$ cat config.mk
export PLATFORM = sky130hd
export DESIGN_NAME = frontend_cmd_scheduler
export DESIGN_NICKNAME = d
export VERILOG_FILES = /design/src/rtl/frontend_sched_pkg.sv /design/src/rtl/frontend_cmd_scheduler_fifo.sv /design/src/rtl/frontend_cmd_scheduler.sv
export SDC_FILE = /design/constraint.sdc
export NUM_CORES = 2
export LEC_CHECK = 0
export ABC_AREA = 1
export CAP_MARGIN = 10
export CORE_UTILIZATION = 35
export CTS_BUF_LIST = sky130_fd_sc_hd__clkbuf_8
export CTS_CLUSTER_DIAMETER = 100
export DETAILED_ROUTE_END_ITERATION = 8
export MAX_ROUTING_LAYER = met4
export PLACE_DENSITY = 0.52
export SETUP_SLACK_MARGIN = 0.1
export SLEW_MARGIN = 10
export SYNTH_ARGS = -nofsm -noshare
export SYNTH_HDL_FRONTEND = slang
export SYNTH_SLANG_ARGS = --single-unit
export TNS_END_PERCENT = 10
$ cat constraint.sdc
create_clock -name clk -period 69.5 [get_ports clk]
set_input_delay 10.425 -clock clk [delete_from_list [all_inputs] [get_ports clk]]
set_output_delay 10.425 -clock clk [all_outputs]
set_load 0.01 [all_outputs]
$ cat src/rtl/frontend_sched_pkg.sv
`default_nettype none
// ============================================================================
// Module   : frontend_sched_pkg
// Purpose  : Shared types for the frontend command scheduler: opcode and
//            intake-state encodings plus default-configuration entry layouts.
// Revision : 1.0 - initial release
// ============================================================================
package frontend_sched_pkg;

    typedef enum logic {
        OP_READ  = 1'b0,
        OP_WRITE = 1'b1
    } op_e;

    typedef enum logic [0:0] {
        IDLE    = 1'b0,
        COLLECT = 1'b1
    } intake_state_e;

    // Default configuration widths; the queue entry layouts below match the
    // flat packing the scheduler uses (address in the MSBs).
    localparam int ADDR_W_DEF    = 32;
    localparam int ID_W_DEF      = 4;
    localparam int DATA_W_DEF    = 64;
    localparam int BURST_LEN_DEF = 4;
    localparam int LINE_W_DEF    = DATA_W_DEF * BURST_LEN_DEF;

    typedef struct packed {
        logic [ADDR_W_DEF-1:0] addr;
        logic [ID_W_DEF-1:0]   id;
    } rq_entry_t;

    typedef struct packed {
        logic [ADDR_W_DEF-1:0] addr;
        logic [ID_W_DEF-1:0]   id;
        logic [LINE_W_DEF-1:0] line;
    } wq_entry_t;

endpackage
`default_nettype wire

$ cat src/rtl/frontend_cmd_scheduler_fifo.sv
`default_nettype none
// ============================================================================
// Module   : sched_fifo
// Purpose  : Synchronous FIFO with exact occupancy count, plus a per-slot
//            valid vector and the key field (entry MSBs) of every slot so the
//            owner can do associative address compares.
// Revision : 1.0 - initial release
// ============================================================================
module sched_fifo #(
    parameter int WIDTH = 8,
    parameter int DEPTH = 8,
    parameter int KEY_W = WIDTH
) (
    input  logic                     clk,
    input  logic                     rst_n,
    input  logic                     i_push,
    input  logic [WIDTH-1:0]         i_data,
    input  logic                     i_pop,
    output logic [WIDTH-1:0]         o_head,
    output logic                     o_full,
    output logic                     o_empty,
    output logic [$clog2(DEPTH):0]   o_count,
    output logic [DEPTH-1:0]         o_valid,
    output logic [DEPTH*KEY_W-1:0]   o_keys
);

    localparam int PTR_W = $clog2(DEPTH);
    localparam int CNT_W = PTR_W + 1;

    logic [WIDTH-1:0] r_mem [DEPTH];
    logic [PTR_W-1:0] r_wr_ptr;
    logic [PTR_W-1:0] r_rd_ptr;
    logic [CNT_W-1:0] r_count;
    logic             w_push;
    logic             w_pop;

    assign o_full  = (r_count == CNT_W'(DEPTH));
    assign o_empty = (r_count == '0);
    assign o_count = r_count;
    assign o_head  = r_mem[r_rd_ptr];
    assign w_push  = i_push & ~o_full;
    assign w_pop   = i_pop & ~o_empty;

    // Pointer and occupancy bookkeeping; pointers wrap naturally modulo DEPTH.
    always_ff @(posedge clk) begin
        if (!rst_n) begin
            r_wr_ptr <= '0;
            r_rd_ptr <= '0;
            r_count  <= '0;
        end else begin
            if (w_push) r_wr_ptr <= r_wr_ptr + 1'b1;
            if (w_pop)  r_rd_ptr <= r_rd_ptr + 1'b1;
            case ({w_push, w_pop})
                2'b10:   r_count <= r_count + 1'b1;
                2'b01:   r_count <= r_count - 1'b1;
                default: r_count <= r_count;
            endcase
        end
    end

    // Storage needs no reset: the valid vector masks stale slots.
    always_ff @(posedge clk) begin
        if (w_push) r_mem[r_wr_ptr] <= i_data;
    end

    for (genvar i = 0; i < DEPTH; i++) begin : g_slot
        logic [PTR_W-1:0] w_off;
        assign w_off = PTR_W'(i) - r_rd_ptr;
        assign o_valid[i] = ({1'b0, w_off} < r_count);
        assign o_keys[i*KEY_W +: KEY_W] = r_mem[i][WIDTH-1 -: KEY_W];
    end

endmodule
`default_nettype wire

$ cat src/rtl/frontend_cmd_scheduler.sv
`default_nettype none
// ============================================================================
// Module   : frontend_cmd_scheduler
// Purpose  : Buffers host reads and burst writes in separate queues and issues
//            them one at a time to the DRAM backend. Reads bypass older writes
//            unless a same-address hazard exists; a write watermark drains.
// Revision : 1.0 - initial release
// ============================================================================
module frontend_cmd_scheduler
    import frontend_sched_pkg::*;
#(
    parameter int ADDR_W    = 32,
    parameter int ID_W      = 4,
    parameter int DATA_W    = 64,
    parameter int BURST_LEN = 4,
    parameter int RQ_DEPTH  = 8,
    parameter int WQ_DEPTH  = 8,
    parameter int WQ_HI     = 6,
    parameter int WQ_LO     = 2
) (
    input  logic                        clk,
    input  logic                        rst_n,
    input  logic                        i_cmd_valid,
    output logic                        i_cmd_ready,
    input  logic                        i_cmd_op,
    input  logic [ADDR_W-1:0]           i_cmd_addr,
    input  logic [ID_W-1:0]             i_cmd_id,
    input  logic                        i_wdata_valid,
    output logic                        i_wdata_ready,
    input  logic [DATA_W-1:0]           i_wdata,
    input  logic                        i_wlast,
    output logic                        o_cmd_valid,
    input  logic                        o_cmd_ready,
    output logic                        o_cmd_op,
    output logic [ADDR_W-1:0]           o_cmd_addr,
    output logic [ID_W-1:0]             o_cmd_id,
    output logic [DATA_W*BURST_LEN-1:0] o_cmd_wline,
    output logic [$clog2(RQ_DEPTH):0]   o_rq_count,
    output logic [$clog2(WQ_DEPTH):0]   o_wq_count,
    output logic                        o_drain,
    output logic                        o_burst_err
);

    localparam int LINE_W = DATA_W * BURST_LEN;
    localparam int RQ_W   = ADDR_W + ID_W;
    localparam int WQ_W   = RQ_W + LINE_W;
    localparam int BEAT_W = $clog2(BURST_LEN) + 1;
    localparam int WQ_CW  = $clog2(WQ_DEPTH) + 1;

    intake_state_e          r_state, w_state_next;
    logic                   r_ready_en;
    logic [ADDR_W-1:0]      r_col_addr;
    logic [ID_W-1:0]        r_col_id;
    logic [LINE_W-1:0]      r_line;
    logic [BEAT_W-1:0]      r_beat_cnt;
    logic                   r_burst_err;
    logic                   r_drain;
    logic                   r_out_valid;
    logic                   r_out_op;
    logic [ADDR_W-1:0]      r_out_addr;
    logic [ID_W-1:0]        r_out_id;
    logic [LINE_W-1:0]      r_out_line;

    logic                   w_cmd_ready, w_wdata_ready;
    logic                   w_rd_fire, w_wr_fire, w_beat_fire, w_beat_keep;
    logic [LINE_W-1:0]      w_push_line;
    logic                   w_wq_push, w_rq_pop, w_wq_pop;
    logic [RQ_W-1:0]        w_rq_head;
    logic [WQ_W-1:0]        w_wq_head;
    logic                   w_rq_full, w_rq_empty, w_wq_full, w_wq_empty;
    logic [RQ_DEPTH-1:0]    w_rq_valid, w_war_vec;
    logic [WQ_DEPTH-1:0]    w_wq_valid, w_raw_vec;
    logic [RQ_DEPTH*ADDR_W-1:0] w_rq_keys;
    logic [WQ_DEPTH*ADDR_W-1:0] w_wq_keys;
    logic [ADDR_W-1:0]      w_rq_head_addr;
    logic                   w_war_hit, w_raw, w_load, w_sel_w, w_sel_r;
    logic [WQ_CW-1:0]       w_wq_count_next;

    assign i_cmd_ready   = w_cmd_ready;
    assign i_wdata_ready = w_wdata_ready;
    assign w_rd_fire     = i_cmd_valid & w_cmd_ready & (i_cmd_op == OP_READ);
    assign w_wr_fire     = i_cmd_valid & w_cmd_ready & (i_cmd_op == OP_WRITE);
    assign w_beat_fire   = i_wdata_valid & w_wdata_ready;
    assign w_beat_keep   = (r_beat_cnt < BEAT_W'(BURST_LEN));
    assign w_wq_push     = w_beat_fire & i_wlast;

    // Intake state register.
    always_ff @(posedge clk) begin
        if (!rst_n) r_state <= IDLE;
        else        r_state <= w_state_next;
    end

    // Intake next-state and handshake readies; writes are held off while a
    // read to the same address is still queued so the read sees old data.
    always_comb begin
        w_state_next  = r_state;
        w_cmd_ready   = 1'b0;
        w_wdata_ready = 1'b0;
        case (r_state)
            IDLE: begin
                if (i_cmd_op == OP_WRITE) w_cmd_ready = r_ready_en & ~w_wq_full & ~w_war_hit;
                else                      w_cmd_ready = r_ready_en & ~w_rq_full;
                if (i_cmd_valid && w_cmd_ready && i_cmd_op == OP_WRITE) w_state_next = COLLECT;
            end
            COLLECT: begin
                w_wdata_ready = 1'b1;
                if (i_wdata_valid && i_wlast) w_state_next = IDLE;
            end
            default: w_state_next = IDLE;
        endcase
    end

    // Line as it will be pushed: collected beats plus the current beat.
    always_comb begin
        w_push_line = r_line;
        if (w_beat_keep) w_push_line[r_beat_cnt*DATA_W +: DATA_W] = i_wdata;
    end

    // Write line collection, ready enable and sticky overlong-burst flag.
    always_ff @(posedge clk) begin
        if (!rst_n) begin
            r_ready_en  <= 1'b0;
            r_col_addr  <= '0;
            r_col_id    <= '0;
            r_line      <= '0;
            r_beat_cnt  <= '0;
            r_burst_err <= 1'b0;
        end else begin
            r_ready_en <= 1'b1;
            if (w_wr_fire) begin
                r_col_addr <= i_cmd_addr;
                r_col_id   <= i_cmd_id;
                r_line     <= '0;
                r_beat_cnt <= '0;
            end
            if (w_beat_fire) begin
                r_line <= w_push_line;
                if (w_beat_keep) r_beat_cnt  <= r_beat_cnt + 1'b1;
                else             r_burst_err <= 1'b1;
            end
        end
    end

    sched_fifo #(.WIDTH(RQ_W), .DEPTH(RQ_DEPTH), .KEY_W(ADDR_W)) u_rq (
        .clk(clk), .rst_n(rst_n),
        .i_push(w_rd_fire), .i_data({i_cmd_addr, i_cmd_id}), .i_pop(w_rq_pop),
        .o_head(w_rq_head), .o_full(w_rq_full), .o_empty(w_rq_empty),
        .o_count(o_rq_count), .o_valid(w_rq_valid), .o_keys(w_rq_keys)
    );

    sched_fifo #(.WIDTH(WQ_W), .DEPTH(WQ_DEPTH), .KEY_W(ADDR_W)) u_wq (
        .clk(clk), .rst_n(rst_n),
        .i_push(w_wq_push), .i_data({r_col_addr, r_col_id, w_push_line}), .i_pop(w_wq_pop),
        .o_head(w_wq_head), .o_full(w_wq_full), .o_empty(w_wq_empty),
        .o_count(o_wq_count), .o_valid(w_wq_valid), .o_keys(w_wq_keys)
    );

    assign w_rq_head_addr = w_rq_head[RQ_W-1 -: ADDR_W];

    for (genvar i = 0; i < RQ_DEPTH; i++) begin : g_war
        assign w_war_vec[i] = w_rq_valid[i] & (w_rq_keys[i*ADDR_W +: ADDR_W] == i_cmd_addr);
    end

    for (genvar i = 0; i < WQ_DEPTH; i++) begin : g_raw
        assign w_raw_vec[i] = w_wq_valid[i] & (w_wq_keys[i*ADDR_W +: ADDR_W] == w_rq_head_addr);
    end

    // A hazarded read waits; queued writes go first, and with none queued the
    // read simply stalls until the line in collection reaches the queue.
    assign w_war_hit = |w_war_vec;
    assign w_raw     = ~w_rq_empty & ((|w_raw_vec) |
                       ((r_state == COLLECT) && (r_col_addr == w_rq_head_addr)));
    assign w_load    = ~r_out_valid | o_cmd_ready;
    assign w_sel_w   = ~w_wq_empty & (r_drain | w_raw | w_rq_empty);
    assign w_sel_r   = ~w_rq_empty & ~w_raw & ~w_sel_w;
    assign w_rq_pop  = w_load & w_sel_r;
    assign w_wq_pop  = w_load & w_sel_w;

    assign w_wq_count_next = o_wq_count + WQ_CW'(w_wq_push) - WQ_CW'(w_wq_pop);

    // Drain hysteresis tracks the write-queue occupancy after this edge.
    always_ff @(posedge clk) begin
        if (!rst_n)                                r_drain <= 1'b0;
        else if (w_wq_count_next >= WQ_CW'(WQ_HI)) r_drain <= 1'b1;
        else if (w_wq_count_next <= WQ_CW'(WQ_LO)) r_drain <= 1'b0;
    end

    // Output register: reload whenever empty or being accepted.
    always_ff @(posedge clk) begin
        if (!rst_n) begin
            r_out_valid <= 1'b0;
            r_out_op    <= 1'b0;
            r_out_addr  <= '0;
            r_out_id    <= '0;
            r_out_line  <= '0;
        end else if (w_load) begin
            r_out_valid <= w_sel_w | w_sel_r;
            if (w_sel_w) begin
                r_out_op   <= OP_WRITE;
                r_out_addr <= w_wq_head[WQ_W-1 -: ADDR_W];
                r_out_id   <= w_wq_head[LINE_W +: ID_W];
                r_out_line <= w_wq_head[LINE_W-1:0];
            end else if (w_sel_r) begin
                r_out_op   <= OP_READ;
                r_out_addr <= w_rq_head_addr;
                r_out_id   <= w_rq_head[ID_W-1:0];
                r_out_line <= '0;
            end else begin
                r_out_op   <= 1'b0;
                r_out_addr <= '0;
                r_out_id   <= '0;
                r_out_line <= '0;
            end
        end
    end

    assign o_cmd_valid = r_out_valid;
    assign o_cmd_op    = r_out_op;
    assign o_cmd_addr  = r_out_addr;
    assign o_cmd_id    = r_out_id;
    assign o_cmd_wline = r_out_line;
    assign o_drain     = r_drain;
    assign o_burst_err = r_burst_err;

endmodule
`default_nettype wire

# Yosys cells after proc, flatten, opt, wreduce, memory -nomap -nowiden
# Memories as Yosys holds them, arrays and structs flattened. A register that Yosys moved wholly into a read port is not among the register bits.
# Index checks and enable logic that the tools add are counted.
# classes
n_addsub,28
n_lt_le_gt_ge,19
n_eq_ne,23
shift,2
mux,33
n_bitwise,50
n_reduce_logical,13
# op_table
operator,count
two-way mux 256 bit,4
equality test 32 bit,17
bitwise mux 256 bit,1
"variable shift 64 x 34 -> 256 bit, first input constant",1
variable part select 64 x 34 -> 256 bit,1
< comparator 3 x 4 -> 1 bit,16
two-way mux 32 bit,2
AND 1 bit,34
negator 9 -> 34 bit,1
"subtractor 3 bit, first input constant",8
two-way mux 3 bit,7
case mux 4 bit (2 select lines),2
OR reduction 8 bit,2
"adder 3 x 1 -> 3 bit, second input constant",5
two-way mux 1 bit,14
"subtractor 1 x 3 -> 3 bit, first input constant",4
"subtractor 2 x 3 -> 3 bit, first input constant",4
NOT 1 bit,11
"adder 4 x 1 -> 4 bit, second input constant",2
"equality test 4 bit, second input constant",2
zero test 4 bit,2
two-way mux 4 bit,2
nonzero test 2 bit,4
"subtractor 4 x 1 -> 4 bit, second input constant",2
other kinds (11),20
# totals
ff_bits,613
mem_bits_rw,2624
input_bits,107
word_cells,189
memories,2
# memory_table
name,words,width,rd,rd_ports_with_merged_regs,wr,line,rtl
u_wq.r_mem,8,292,9,1,1,frontend_cmd_scheduler_fifo.sv:30,logic [WIDTH-1:0] r_mem [DEPTH];
u_rq.r_mem,8,36,9,1,1,frontend_cmd_scheduler_fifo.sv:30,

# Longest topological paths before layout
# depth
depth_word,15
mapped_depth,33
ltp_nobuf,30

# Hierarchy
# From an unflattened synthesis, not the netlist that was laid out.
# hier_totals
cells_unflattened,13441
hier_area_um2,140790.0
# by_module_without_submodules
mod,n_inst,cells_per_inst,area_per_inst_um2
sched_fifo at u_wq,1,6953,93479.7
frontend_cmd_scheduler,1,5283,33169.3
sched_fifo at u_rq,1,1205,14141.1

# Worst setup path after synthesis
# Ideal clock, no wire load.
# synth_path
kind,input-to-reg
start,in i_wdata_valid
end,mem u_wq.r_mem[1][0] (netlist bit) (enable)
setup_time_ns,1.304
arrival_ns,30.858
slack_ns,37.338
path_stages,8
n_path_buf,0
cell_sequence,nand2_1 inv_1 nand2_1 nor2_1 inv_1 nor2_1 inv_1 nor3_1
# synth_between
elab_chain_cells,5
# synth_lines
element,line,rtl
from (decl),frontend_cmd_scheduler.sv:28,"input logic i_wdata_valid,"
AND 1 bit,frontend_cmd_scheduler.sv:83,assign w_beat_fire = i_wdata_valid & w_wdata_ready;
AND 1 bit,frontend_cmd_scheduler.sv:85,assign w_wq_push = w_beat_fire & i_wlast;
AND 1 bit,frontend_cmd_scheduler_fifo.sv:41,assign w_push = i_push & ~o_full;
two-way mux 1 bit,frontend_cmd_scheduler_fifo.sv:63,if (w_push) r_mem[r_wr_ptr] <= i_data;
two-way mux 1 bit (implied by the code),frontend_cmd_scheduler_fifo.sv:63,
to (decl),frontend_cmd_scheduler_fifo.sv:30,
# Every way passes these cells.

# Worst setup path after layout
# layout_path
start,in i_cmd_addr[27]
end,out i_cmd_ready
# layout_between
elab_chain_cells,8
# layout_lines
element,line,rtl
from (decl),frontend_cmd_scheduler.sv:26,"input logic [ADDR_W-1:0] i_cmd_addr,"
equality test 32 bit,frontend_cmd_scheduler.sv:161,assign w_war_vec[i] = w_rq_valid[i] & (w_rq_keys[i*ADDR_W +: ADDR_W] == i_cmd_addr);
AND 1 bit,frontend_cmd_scheduler.sv:161,
OR reduction 8 bit (*),frontend_cmd_scheduler.sv:170,assign w_war_hit = |w_war_vec;
NOT 1 bit (*),frontend_cmd_scheduler.sv:101,if (i_cmd_op == OP_WRITE) w_cmd_ready = r_ready_en & ~w_wq_full & ~w_war_hit;
AND 1 bit (*),frontend_cmd_scheduler.sv:101,
two-way mux 1 bit (*),frontend_cmd_scheduler.sv:101,
two-way mux 1 bit (*) (2 in series),frontend_cmd_scheduler.sv:99,case (r_state)
to (decl),frontend_cmd_scheduler.sv:24,"output logic i_cmd_ready,"
# Every way passes the cells marked *; elsewhere a longest branch is shown, timed or not. The select of a mux whose other input is x is not followed.

==> flow_summary.yaml <==
run_status:
  status: "complete, no violations"
timing:
  fin_crit_ns: 24.73
  tightest_slew_ns: 1.38
  finalClockSkew_ns: 0.139
  rsz0062_at_grt: "no"
  setup_viol: 0
  drv_slew: 0
  fmax_mhz: 40.4
  finalCritPeriodShare_pct: 35.6
  tns_ns: 0
  slew_headroom_pct: 6.94
  hold_viol: 0
routing:
  route.detailed.drc: 0
  first_pass_iters: 9
  dr.first_iter.drc_count: 11442
  drt.antenna.violating_nets: 0
  vias: 103499
  routed_wl_mm: 497
  routedWlPerCell_um: 25.9
  vias_per_cell: 5.39
setup_path:
  worst_ep_required_time_ns: 59.08
  end_kind: "output port"
  worstPathCellList: "clkdlybuf4s50_1 -> inv_1 -> nand2_1 -> nand4_1 -> nor4_1 -> o2111ai_1 -> nand3_1 -> nor2_1 -> nand2_1 -> a21oi_1 -> clkdlybuf4s50_1"
  critPathArrivalTime_ns: 14.31
  timing_worst_setup_path_type: "in2out"
  path_delay_family: "buffers and inverters"
  cp.buffers_inverters: 3
  cp_max_fo: 18
  critPathSlowestCell: "clkdlybuf4s50_1"
  start_kind: "input pin"
  cpPeakStageDelay_ns: 0.98
cts:
  h-tree-depth: 6
  ctsHoldBuffers: 0
  clock-sinks: 3243
  ctsLongestPathBuffers: 4
  cts_made_buffers: 572
  clkTransAtPathRegs_ns: 0.06
  cts_resized: 0
  cts_setup_buffers: 0
  cts_tree: "built"
  root_buffer: "clkbuf_8"
  insertion_delay_ns: 1.20
cells_and_area:
  drive_above_1_share_pct: 7.52
  area_delta_synth_final_pct: 14.6
  nNetsFinal: 13670
  final_cells: 19202
  fill_cells: 38064
  multiInputGateArea_um2: 40300
  regArea_um2: 91200
synth:
  synth-seq-area-share_pct: 66.5
  postSynthNetCount: 13319
  synth_edf_count: 2624
  yosys.area.top_type: "edfxtp_1"
  netlist_instances: 13161
  synth_top_area_share_pct: 57.4
  ys.warnings.count: 0
  synth-main-ff-cell: "edfxtp_1"
  synth_area_um2: 137000
  ys_top_cells_by_area: "edfxtp_1 (57%), dfxtp_1 (9.0%), nand2_1 (6.8%), nor2_1 (5.4%), o21ai_0 (5.3%)"
  ys_ff_latch: 3243
  synthDistinctLibCells: 53
  synth_async_sr_flop_share_pct: 0
  syn_avg_cell_area_um2: 10.4
floorplanning:
  design.portCount: 413
  start_util_pct: 35.2
  die_area_um2: 394000
  die_h_um: 628
  core_um2: 390000
  die_x_um: 628
  rows: 229
placed_design:
  placedCellCount: 18132
  numPortBuffers: 412
  place_congestion: 0.965
  dp_hpwl_mm: 305
global_route:
  grt_use_total_pct: 24.9
  grt_start_max_net_pins: 215
  grt-ovfl-total: 0
  grt_use_met2_pct: 38.4
  top_usage_layer: "met2"
  met1_usage_pct: 33.8
  grt_pass1_wl_mm: 705
  use_met3_pct: 3.54
  grt_pass1_vias: 95687
  grt_antenna_before_repair: 30
flow_run:
  drv_cap: 0
pwr:
  p_per_area_nw_per_um2: 34.3
  ir_worst_vdd_uv: 29.2
  p_leak_nw: 56.3
hold_path:
  hold_path.class: "reg2reg"
[registers in the layout, summed over array words and instances, names as in the netlist, 3 cells and up, named ones only]
name / count
r_line: 256
u_rq.r_wr_ptr: 3
o_cmd_wline: 256
u_wq.r_rd_ptr: 3
r_col_id: 4
u_rq.r_mem: 288
o_cmd_id: 4
u_wq.r_mem: 2336
r_beat_cnt: 3
r_col_addr: 32
u_rq.r_rd_ptr: 3
u_rq.o_count: 4
u_wq.r_wr_ptr: 3
u_wq.o_count: 4
o_cmd_addr: 32
[layer usage]
metal | vias to the layer above | share of wire, %
met5 | - | 0
met4 | 0 | 3.7
li1 | 46962 | -
met2 | 4371 | 46
met1 | 51352 | 43
met3 | 814 | 7.5
[logic make-up after synthesis]
logic type / share of synthesized area [%]
DFF: 66.5
adders and majority gates: 0.482
and+or+nand+nor: 15.7
xor gates and xnor gates: 1.30
buffers and inverters: 4.27
muxes: 0.00821
AOI/OAI and AO/OA: 11.8
[Yosys cell counts (all sizes together) (136+ instances only)]
master and number:
nand4 138, dfxtp 619, o21ai 1496, inv 548, a21oi 670, nor2 1971, o22ai 290, a31oi 208
clkbuf 669, buf 218, edfxtp 2624, nand3 576, nand2 2486, a32o 136
[stage by stage]
step	instance area [um^2]	hold WS [ns]	utilization [%]	power [mW]	worst slack, ns
after floorplan	137000	0.454	-	3.12	37.34
after global placement	146000	0.454	37.6	3.74	45.03
after detailed placement	146000	0.455	37.6	3.73	44.96
after CTS	157000	0.464	40.3	5.42	44.95
after global routing	157000	0.481	40.3	5.63	44.81
final	157000	0.462	40.3	5.39	44.77
[worst reg2reg max path: cells and delay by family (launching register included)]
kind            cells  cell delay (ns)
compound gates      4             0.66
fa+ha+maj           2             0.75
buf+inv             6             2.99
flops               1             0.32
simple gates       16             3.34
[power breakdown]
group / total, mW / switching, mW / leakage, nW / internal [mW]
sequential: 2.22 / 0.0645 / 29.3 / 2.15
combinational: 1.49 / 1.08 / 20.6 / 0.407
clock: 1.68 / 0.840 / 6.43 / 0.843
total: 5.39 / 1.98 / 56.3 / 3.40
[layout by cell type (no fill, tap or decap), drive strengths merged, types with 138 or more instances in the layout]
cell	instances
edfxtp	2624
nand2	2486
nor2	1971
o21ai	1496
inv	851
a21oi	670
clkbuf	619
dfxtp	619
nand3	576
clkdlybuf4s50	411
o22ai	290
buf	250
a31oi	208
nand4	138
[path summary, 6_finish.rpt]
check                  startpoint               to  slack (ns)  cells past startpoint
setup / recovery   i_cmd_addr[27]      i_cmd_ready       44.77                     11
hold / removal    o_cmd_wline[88]  o_cmd_wline[88]        0.46                      2
setup reg to reg             flop  u_wq.o_count[3]       61.34                     28
hold reg to reg   o_cmd_wline[88]  o_cmd_wline[88]        0.46                      2
[layout make-up]
cell class	count	share of cell area, %
flip-flops and latches	3243	58.0
multi-input cells	8475	25.6
clock buffers	616	5.39
well taps	5197	4.14
repair buffers	664	3.98
clock inverters	435	1.44
inverters	556	1.36
diodes	16	0.0255
(Power assumes the default switching activity.)
